===== src/rtl/vga_sync_decoder.sv =====
// vga_sync_decoder
//   Receive-side VGA timing recovery. Samples hsync/vsync, rebuilds the
//   horizontal/vertical counters, produces pixel coordinates and an
//   active-video flag, and declares lock once the measured line and frame
//   lengths match the configured mode for LOCK_FRAMES consecutive frames.
//
// Ports
//   clock        in   pixel clock, syncs are synchronous to it
//   reset        in   asynchronous, active-low reset
//   hsync_in     in   horizontal sync (polarity set by SYNC_POL)
//   vsync_in     in   vertical sync (polarity set by SYNC_POL)
//   x, y         out  active pixel column / line, 0 outside active video
//   active       out  locked and inside the active window
//   line_start   out  one-cycle pulse at the start of every line
//   frame_start  out  one-cycle pulse at the start of every frame
//   locked       out  lock FSM is in LOCKED
//   sync_err     out  one-cycle pulse when lock is lost
//   h_meas       out  last measured line length   (VGA_SYNC_DECODER_MEASURE_EN)
//   v_meas       out  last measured frame length  (VGA_SYNC_DECODER_MEASURE_EN)
//
// Optional feature: define VGA_SYNC_DECODER_MEASURE_EN to add h_meas/v_meas.
module vga_sync_decoder #(
  parameter int H_TOTAL     = 800,
  parameter int H_START     = 144,
  parameter int H_ACTIVE    = 640,
  parameter int V_TOTAL     = 525,
  parameter int V_START     = 35,
  parameter int V_ACTIVE    = 480,
  parameter int SYNC_POL    = 0,
  parameter int LOCK_FRAMES = 2,
  parameter int CW          = 11
) (
  input  logic          clock,
  input  logic          reset,
  input  logic          hsync_in,
  input  logic          vsync_in,
  output logic [CW-1:0] x,
  output logic [CW-1:0] y,
  output logic          active,
  output logic          line_start,
  output logic          frame_start,
  output logic          locked,
  output logic          sync_err
`ifdef VGA_SYNC_DECODER_MEASURE_EN
  ,
  output logic [CW-1:0] h_meas,
  output logic [CW-1:0] v_meas
`endif
);

  localparam logic [CW-1:0] CNT_MAX   = '1;
  localparam logic [CW-1:0] ONE       = CW'(1);
  localparam logic [CW-1:0] H_TOTAL_C = CW'(H_TOTAL);
  localparam logic [CW-1:0] V_TOTAL_C = CW'(V_TOTAL);
  localparam logic [CW-1:0] H_START_C = CW'(H_START);
  localparam logic [CW-1:0] H_END_C   = CW'(H_START + H_ACTIVE);
  localparam logic [CW-1:0] V_START_C = CW'(V_START);
  localparam logic [CW-1:0] V_END_C   = CW'(V_START + V_ACTIVE);
  // Two missing line periods without an hsync edge means the source is gone.
  localparam logic [CW-1:0] TIMEOUT_C = CW'(2 * H_TOTAL);
  localparam logic [3:0]    LOCK_C    = 4'(LOCK_FRAMES);
  // XOR mask that turns the incoming polarity into 1 = asserted.
  localparam logic          POL_INV   = (SYNC_POL == 0);

  typedef enum logic [1:0] {
    SEARCH = 2'd0,
    CHECK  = 2'd1,
    LOCKED = 2'd2
  } state_t;

  state_t        state;
  logic [3:0]    good;

  logic          hs_q, hs_q_d, vs_q, vs_q_d;
  logic          hs_edge, vs_edge, hs_edge_d;
  logic [CW-1:0] hcnt, vcnt;
  logic [CW-1:0] line_len, frame_len;
  logic          vs_pend, bad_line;
  logic          line_bad, boundary, frame_ok, timeout, in_win;

  always_comb begin
    hs_edge   = hs_q & ~hs_q_d;
    vs_edge   = vs_q & ~vs_q_d;
    // Saturating +1 so a stuck counter never wraps into a plausible length.
    line_len  = (hcnt == CNT_MAX) ? CNT_MAX : hcnt + ONE;
    frame_len = (vcnt == CNT_MAX) ? CNT_MAX : vcnt + ONE;
    line_bad  = hs_edge && (line_len != H_TOTAL_C);
    // A vsync edge may arrive with the hsync edge or some clocks ahead of it;
    // either way the frame boundary is taken on the hsync edge.
    boundary  = hs_edge && (vs_pend || vs_edge);
    // The line ending at the boundary belongs to the frame being judged.
    frame_ok  = !bad_line && !line_bad && (frame_len == V_TOTAL_C);
    timeout   = (hcnt == TIMEOUT_C);
    in_win    = locked &&
                (hcnt >= H_START_C) && (hcnt < H_END_C) &&
                (vcnt >= V_START_C) && (vcnt < V_END_C);
  end

  // Sync input registers, polarity-normalised.
  always_ff @(posedge clock or negedge reset) begin
    if (!reset) begin
      hs_q      <= 1'b0;
      hs_q_d    <= 1'b0;
      vs_q      <= 1'b0;
      vs_q_d    <= 1'b0;
      hs_edge_d <= 1'b0;
    end else begin
      hs_q      <= hsync_in ^ POL_INV;
      hs_q_d    <= hs_q;
      vs_q      <= vsync_in ^ POL_INV;
      vs_q_d    <= vs_q;
      hs_edge_d <= hs_edge;
    end
  end

  // Line/frame counters and per-frame line-length bookkeeping.
  always_ff @(posedge clock or negedge reset) begin
    if (!reset) begin
      hcnt     <= '0;
      vcnt     <= '0;
      vs_pend  <= 1'b0;
      bad_line <= 1'b0;
    end else begin
      if (hs_edge) begin
        hcnt <= '0;
      end else if (hcnt != CNT_MAX) begin
        hcnt <= hcnt + ONE;
      end

      if (hs_edge) begin
        if (vs_pend || vs_edge) begin
          vcnt <= '0;
        end else if (vcnt != CNT_MAX) begin
          vcnt <= vcnt + ONE;
        end
      end

      if (boundary) begin
        vs_pend <= 1'b0;
      end else if (vs_edge) begin
        vs_pend <= 1'b1;
      end

      if (boundary) begin
        bad_line <= 1'b0;
      end else if (line_bad) begin
        bad_line <= 1'b1;
      end
    end
  end

  // Lock FSM. The first boundary seen from SEARCH only aligns us; that
  // partial frame is never counted as good.
  always_ff @(posedge clock or negedge reset) begin
    if (!reset) begin
      state    <= SEARCH;
      good     <= 4'd0;
      locked   <= 1'b0;
      sync_err <= 1'b0;
    end else begin
      sync_err <= 1'b0;
      case (state)
        SEARCH: begin
          good <= 4'd0;
          if (boundary) begin
            state <= CHECK;
          end
        end
        CHECK: begin
          if (timeout) begin
            state <= SEARCH;
            good  <= 4'd0;
          end else if (boundary) begin
            if (frame_ok) begin
              good <= good + 4'd1;
              if (good + 4'd1 == LOCK_C) begin
                state  <= LOCKED;
                locked <= 1'b1;
              end
            end else begin
              good <= 4'd0;
            end
          end
        end
        LOCKED: begin
          if (timeout || line_bad || (boundary && !frame_ok)) begin
            state    <= SEARCH;
            good     <= 4'd0;
            locked   <= 1'b0;
            sync_err <= 1'b1;
          end
        end
        default: begin
          state  <= SEARCH;
          good   <= 4'd0;
          locked <= 1'b0;
        end
      endcase
    end
  end

  // Registered video outputs, one cycle behind the counters.
  always_ff @(posedge clock or negedge reset) begin
    if (!reset) begin
      x           <= '0;
      y           <= '0;
      active      <= 1'b0;
      line_start  <= 1'b0;
      frame_start <= 1'b0;
    end else begin
      // hs_edge_d marks the cycle in which hcnt holds its fresh 0.
      line_start  <= hs_edge_d;
      frame_start <= hs_edge_d && (vcnt == '0);
      active      <= in_win;
      x           <= in_win ? hcnt - H_START_C : '0;
      y           <= in_win ? vcnt - V_START_C : '0;
    end
  end

`ifdef VGA_SYNC_DECODER_MEASURE_EN
  always_ff @(posedge clock or negedge reset) begin
    if (!reset) begin
      h_meas <= '0;
      v_meas <= '0;
    end else begin
      if (hs_edge) begin
        h_meas <= line_len;
      end
      if (boundary) begin
        v_meas <= frame_len;
      end
    end
  end
`endif

endmodule


===== config.mk =====
export PLATFORM = sky130hd
export DESIGN_NAME = vga_sync_decoder
export DESIGN_NICKNAME = d
export VERILOG_FILES = /design/src/rtl/vga_sync_decoder.sv
export SDC_FILE = /design/constraint.sdc
export NUM_CORES = 1
export LEC_CHECK = 0
export CAP_MARGIN = 20
export CORE_ASPECT_RATIO = 0.6
export CORE_MARGIN = 10
export CORE_UTILIZATION = 35
export DETAILED_ROUTE_END_ITERATION = 16
export SLEW_MARGIN = 25
export SYNTH_ARGS = -nofsm -noshare
export SYNTH_HDL_FRONTEND = slang
export SYNTH_SLANG_ARGS = --single-unit

===== constraint.sdc =====
create_clock -name clock -period 2.8 [get_ports clock]
set_clock_uncertainty 0.15 [all_clocks]
set_input_delay 0.56 -clock clock [delete_from_list [all_inputs] [get_ports clock]]
set_output_delay 0.56 -clock clock [all_outputs]
set_load 0.01 [all_outputs]

* Word level (Yosys, flattened, before mapping)
Cells that the tools add are included.
Word-level totals: memories 0, bits in writable memories 0, bits in read-only memories 0, bits in latches 0, word-level logic and storage cells 111, flip-flop bits (word level) 62
Cells by class: shifts and indexed selects 0, bitwise logic cells 7, $lt $le $gt $ge 4, reduce and logical (&&, ||, !) cells 26, $mul 0, add/sub/neg operators 5, mux-type cells 32, equal/unequal tests 19, divide/modulo/power cells 0
Operators with widths (count):
- 11-bit two-way mux | 8
- 11-bit == test (second input constant) | 3
- 11-bit by 1-bit adder with 11-bit output (second input constant) | 2
- 11-bit by 10-bit < comparator with 1-bit output (second input constant) | 2
- 11-bit inequality test (second input constant) | 2
- 4-bit two-way mux | 4
- 2-bit two-way mux | 6
- 2-bit inequality test (second input constant) | 6
- 11-bit by 10-bit == test with 1-bit output (second input constant) | 1
- 11-bit by 6-bit >= comparator with 1-bit output (second input constant) | 1
- 11-bit by 8-bit >= comparator with 1-bit output (second input constant) | 1
- 11-bit zero test | 1
- 1-bit two-way mux | 11
- 11-bit by 10-bit inequality test with 1-bit output (second input constant) | 1
- 11-bit by 6-bit subtractor with 11-bit output (second input constant) | 1
- 11-bit by 8-bit subtractor with 11-bit output (second input constant) | 1
- 1-bit logical AND | 10
- 3-bit inequality test (second input constant) | 3
- 4-bit one-hot mux with 2 select lines | 1
- 2-bit nonzero test | 4
- 2-bit one-hot mux with 3 select lines | 1
- 6-bit AND reduction | 1
- 1-bit inverter | 5
- 5-bit AND reduction | 1
- 10 further kinds | 16

* Longest topological paths before layout
depth after elaboration 12, gate-level depth with buffers 9, gate-level depth less buffers 9

* Least setup slack after synthesis
Ideal clock, no wire load.
path type register -> register, start point register hcnt[0], end point register good[3], buffers on the path 0, stages on the path, launching flop included 9, data required time 2.558 ns, arrival time 2.070 ns, clock period less this slack 2.311 ns, setup slack 0.489 ns, setup time 0.092 ns, path through dfrtp_1 ha_1 or2_1 a211oi_1 o211ai_1 a211o_1 o31ai_2 a32oi_1 o31ai_2
On the way: cells in the longest elaborated chain, start to end 12
RTL lines:
- from (decl) | line 76 | logic [CW-1:0] hcnt, vcnt;
- from (signal assigned) | line 127 | hcnt <= hcnt + ONE;
- branches (longest 12 deep; another with 11-bit by 1-bit adder with 11-bit output)
- to (signal assigned) | line 175 | good <= good + 4'd1;
- to (decl) | line 72 | logic [3:0] good;
Several ways; the timed one is not identified. The select of a mux whose other input is x is not followed. A chain may end at the register's enable or synchronous reset.

* Worst setup path after layout
start point register vcnt[0], end point register good[3]
On the way: cells in the longest elaborated chain, start to end 9
RTL lines:
- from (decl) | line 76
- from (signal assigned) | line 134 | vcnt <= vcnt + ONE;
- 11-bit by 1-bit adder with 11-bit output or 11-bit == test (tied branches) | line 86 | frame_len = (vcnt == CNT_MAX) ? CNT_MAX : vcnt + ONE;
- 11-bit two-way mux * | line 86
- 11-bit by 10-bit == test with 1-bit output * | line 92 | frame_ok = !bad_line && !line_bad && (frame_len == V_TOTAL_C);
- 1-bit logical AND * | line 92
- branches (longest 5 deep; another with 4-bit two-way mux)
Mark *: on every way between the ends. The select of a mux whose other input is x is not followed.

==> results by stage <==
Run status:
- The run finished with clean final reports.

Yosys:
- The combinational family with the most area after synthesis is simple AND/OR/NAND/NOR gates.
- The library cell with the highest instance count after synthesis is dfrtp_1.
- The compound-cell area share of the yosys netlist is about 14%.
- After synthesis, the share of flip-flops with an asynchronous set or reset is 100.0%.
- After synthesis the cells add up to approximately 3300 µm².
- When the netlist entered floorplanning its net count stood at 354.
- Counting instances in the post-synthesis netlist gives the leading cell types as dfrtp_1 (62), nor2_1 (30), nand2_1 (20).
- Yosys attributes the largest share of cell area to dfrtp_1 (47%), xnor2_1 (4.7%), ha_1 (3.8%), nor2_2 (3.6%), nor2_1 (3.4%).
- Of the total synthesized cell area, the portion taken by AND, OR, NAND and NOR gates is 23.05%.
- The synthesized design contains 0 enable-type register cells.
- The share of the synthesized area in the top cell type is 46.70%.
- The predominant post-synthesis flop cell is dfrtp_1.
- The mux cell area share after synthesis is 0.3013%.
- The number of distinct library cell variants in the gate-level netlist after synthesis is 60.
- The synthesized area per cell is 9.770 µm².
- After Yosys synthesis, XOR and XNOR cells account for 6.064% of the synthesized area.
- Summing the sequential cell areas from Yosys gives 46.70% of the chip area.
- The Yosys step of the flow raised 0 warnings.
- The synthesized design contains 62 register bits.
- Synthesis handed over a netlist of 340 instances.
- The largest area contributor in the netlist is dfrtp_1.
- After Yosys synthesis, full adders, half adders and majority gates account for 3.766% of the synthesized area.

Finish:
- The number of diodes is 0.
- The post-layout net count is 388.
- The fraction of layout cells with a size suffix above 1 is 17.41%.
- After filler insertion, the fill cell instance count of the layout stands at 874.
- The relative area change from synthesis to final layout is 24.44%.

Min path:
- The worst hold path belongs to the class input pin to asynchronous set/reset pin.

Global route:
- Global routing used 11.64% of the available tracks.
- The via count of the first global-routing pass was 2360.
- The number of antenna violations at the first check in global routing was 0.
- The first global-routing pass estimated 12790 µm of wire.
- Summed over all layers, the global routing overflow is 0.
- The pin count of the biggest net entering global routing is 42.

CTS:
- The number of clock buffers inserted by TritonCTS is 9.
- The root buffer cell is clkbuf_16.
- The clock-pin slew of the registers on the worst-case setup and hold paths is around 60 ps.
- The later pin in the worst-skew pair is clocked with a latency of 340 ps.
- TritonCTS built the clock tree.
- The H-tree was split into 3 levels.
- Counting along the longest clock path gives a buffer depth of 2.
- The number of setup buffers added after CTS is 0.
- The clock sink total is 62.

Critical path:
- The worst endpoint data arrival time is 2640 ps.
- The startpoint identified for the worst register-to-register timing path is vcnt[0]$_DFFE_PN0P_.
- The critical-path maximum fanout is 9.
- The number of cells on the worst reg-to-reg path is 8.
- The kind of capture point of the worst setup path is a register.
- The family with the most delay on the worst path is compound AO/OA/AOI/OAI gates.
- By startpoint and endpoint, the worst setup path is classified as register to register.
- The startpoint kind of the worst setup timing path is a register.
- The critical path goes through ha_1 -> a41oi_1 -> a32oi_1 -> o41ai_2 -> nand4_1 -> a21oi_4 -> nand3_2 -> o31ai_2.
- The slowest library cell on the worst path is dfrtp_1.
- The total buffers and inverters traversed by the critical path is 0.
- In this run the critical register-to-register path is captured at good[3]$_DFFE_PN0P_.
- The setup slack on the worst flop-to-flop path is 260 ps.
- The delay of the slowest cell on the worst path is 460 ps.
- The endpoint required time on the critical path is 2890 ps.

Detailed routing:
- Across all layers, the routed design uses about 2500 vias.
- The number of DRC markers after the initial detailed-route iteration is 174.
- After detailed routing, the number of remaining DRC violations is 0.
- Dividing the detail-routed via count by the number of cells gives between 5 and 6.
- For this block, the routed nets add up to approximately 7600 µm of wire.
- In the final routed layout, each cell accounts on average for between 15 and 20 µm.
- The remaining antenna violation count after routing is 0.
- The first TritonRoute pass finished after 4 iterations.

Power:
- The maximum resistive drop on vdd is 0.0002806 V.
- The total power divided by cell area is 624.0 nW/µm².
- The leakage power of the design is between 1.5 and 2 nW.

Timing:
- For the pin with the worst max-slew slack, the measured transition is 715.6 ps.
- Setup repair after global routing left no endpoint under its margin.
- The worst setup margin is 257.3 ps.
- The final-layout setup total negative slack is 0 ps.
- The achievable frequency is between 300 and 400 MHz.
- The final number of hold-violating endpoints is 0.
- The worst path uses 90.81% of the clock period.
- The final max-slew violation count is 0.
- Counting I/O delays and the setup requirement, the final critical path takes 2543 ps.
- In this run the tightest slew margin relative to its limit is 52.19%.
- The final setup violation count is 0.

Floorplan:
- The x dimension of the die is 145.8 µm.
- In this run the count of I/O pins placed on the die edge is 31.
- The height of the die is around 95 µm.
- The die covers between 10000 and 15000 µm².
- For this configuration, the core starts out at a cell density of 36.02%.
- The floorplan row count is 27.
- In this run the standard cell core region covers 9223 µm².

Run:
- Max-cap violations in this run came to 0.

Placement:
- Routability-driven placement finished with a final weighted congestion of 0.9078.
- OpenSTA, run right after detailed placement, puts the worst setup slack at 202.8 ps.
- The final HPWL from detailed placement is around 5500 µm.
- The number of buffers inserted by port buffering is 30.
[repair_timing]
action                                  in CTS  in global routing
hold endpoints to repair                     0                  0
endpoints found under the setup margin       0                  3
gates resized for setup                      0                  2
hold buffers                                 0                  0
[through the flow]
step | power (W) | hold slack [ps] | cells | cell area, µm² | utilization [%]
6_report | 0.002579 | 55.00 | 509 | 4134 | 44.82
5_1_grt | 0.002693 | 91.66 | 509 | 4134 | 44.82
3_5_place_dp | 0.001297 | 225.1 | 493 | 3770 | 40.88
3_3_place_gp | 0.001294 | 218.6 | 493 | 3770 | 40.88
4_1_cts | 0.002610 | 67.98 | 509 | 4118 | 44.65
2_1_floorplan | 0.001214 | 114.4 | 340 | 3322 | -
[power breakdown]
group | switching, W | leakage, nW | internal, W | total (W)
sequential | 0.0000581 | 0.839 | 0.000939 | 0.000997
combinational | 0.000174 | 0.831 | 0.000119 | 0.000293
clock | 0.000399 | 0.172 | 0.000891 | 0.00129
total | 0.000631 | 1.84 | 0.00195 | 0.00258
[layer usage]
metal	part of all wire, %	global-route usage [%]	vias to the layer above	routed length (µm)
met5	0	0	-	0
met4	0.46	4.271	0	35
met3	8.5	4.539	4	650
met2	38	14.24	77	2929
met1	53	17.39	1231	4029
li1	-	-	1234	-
[how the worst max path moves through the flow]
stage	start	end	slack, ps	cells past startpoint
6_report	vcnt[0]$_DFFE_PN0P_	good[3]$_DFFE_PN0P_	260	8
5_1_grt	vcnt[0]$_DFFE_PN0P_	good[3]$_DFFE_PN0P_	30	8
4_1_cts	vcnt[0]$_DFFE_PN0P_	good[3]$_DFFE_PN0P_	180	8
3_5_place_dp	vcnt[0]$_DFFE_PN0P_	good[3]$_DFFE_PN0P_	200	8
3_3_place_gp	vcnt[0]$_DFFE_PN0P_	good[3]$_DFFE_PN0P_	280	8
2_1_floorplan	hcnt[0]$_DFFE_PN0P_	good[3]$_DFFE_PN0P_	490	8
[worst register-to-register path: cells and delay by family, from the launching register on]
family	cells	cell delay, ps
AO/OA/AOI/OAI	5	1150
flip-flops	1	460
AND/OR/NAND/NOR	2	340
adder cells (fa/ha/maj)	1	350
[flip-flops by register name, summed over array words and instances (netlist names), 2 cells and up]
name / cells
hcnt: 11
vcnt: 11
x: 11
y: 11
good: 4
state: 2
[final cells by class]
type | instances | area [µm²] | area share, %
Clock buffer | 10 | 239.0 | 5.781
Multi-Input combinational cell | 238 | 1588 | 38.41
Tap cell | 130 | 162.7 | 3.935
Sequential cell | 62 | 1551 | 37.53
Inverter | 19 | 71.32 | 1.725
Timing Repair Buffer | 44 | 412.9 | 9.988
Clock inverter | 6 | 108.9 | 2.633
[cells by family (layout without fill, tap and decap cells)]
kind of cell / after synthesis / after routing
AOI/OAI and AO/OA: 69 / 69
buffers and inverters: 40 / 79
adders and majority gates: 10 / 10
and+or+nand+nor: 135 / 135
muxes: 1 / 1
DFF: 62 / 62
xor gates and xnor gates: 23 / 23
[placed cells by master, fill, tap and decap left out, types with 10 or more instances in the layout]
cell type        synthesis  routed
nand3_1                 11      11
inv_1                   18      18
nor2_1                  30      30
a21oi_1                 17      17
clkdlybuf4s50_1          0      29
nor2_2                  19      19
buf_4                    1      13
xnor2_1                 18      18
ha_1                    10      10
nand2_1                 20      20
o21ai_0                 18      18
dfrtp_1                 62      62
No activity file was read; power rests on OpenSTA's default activity.
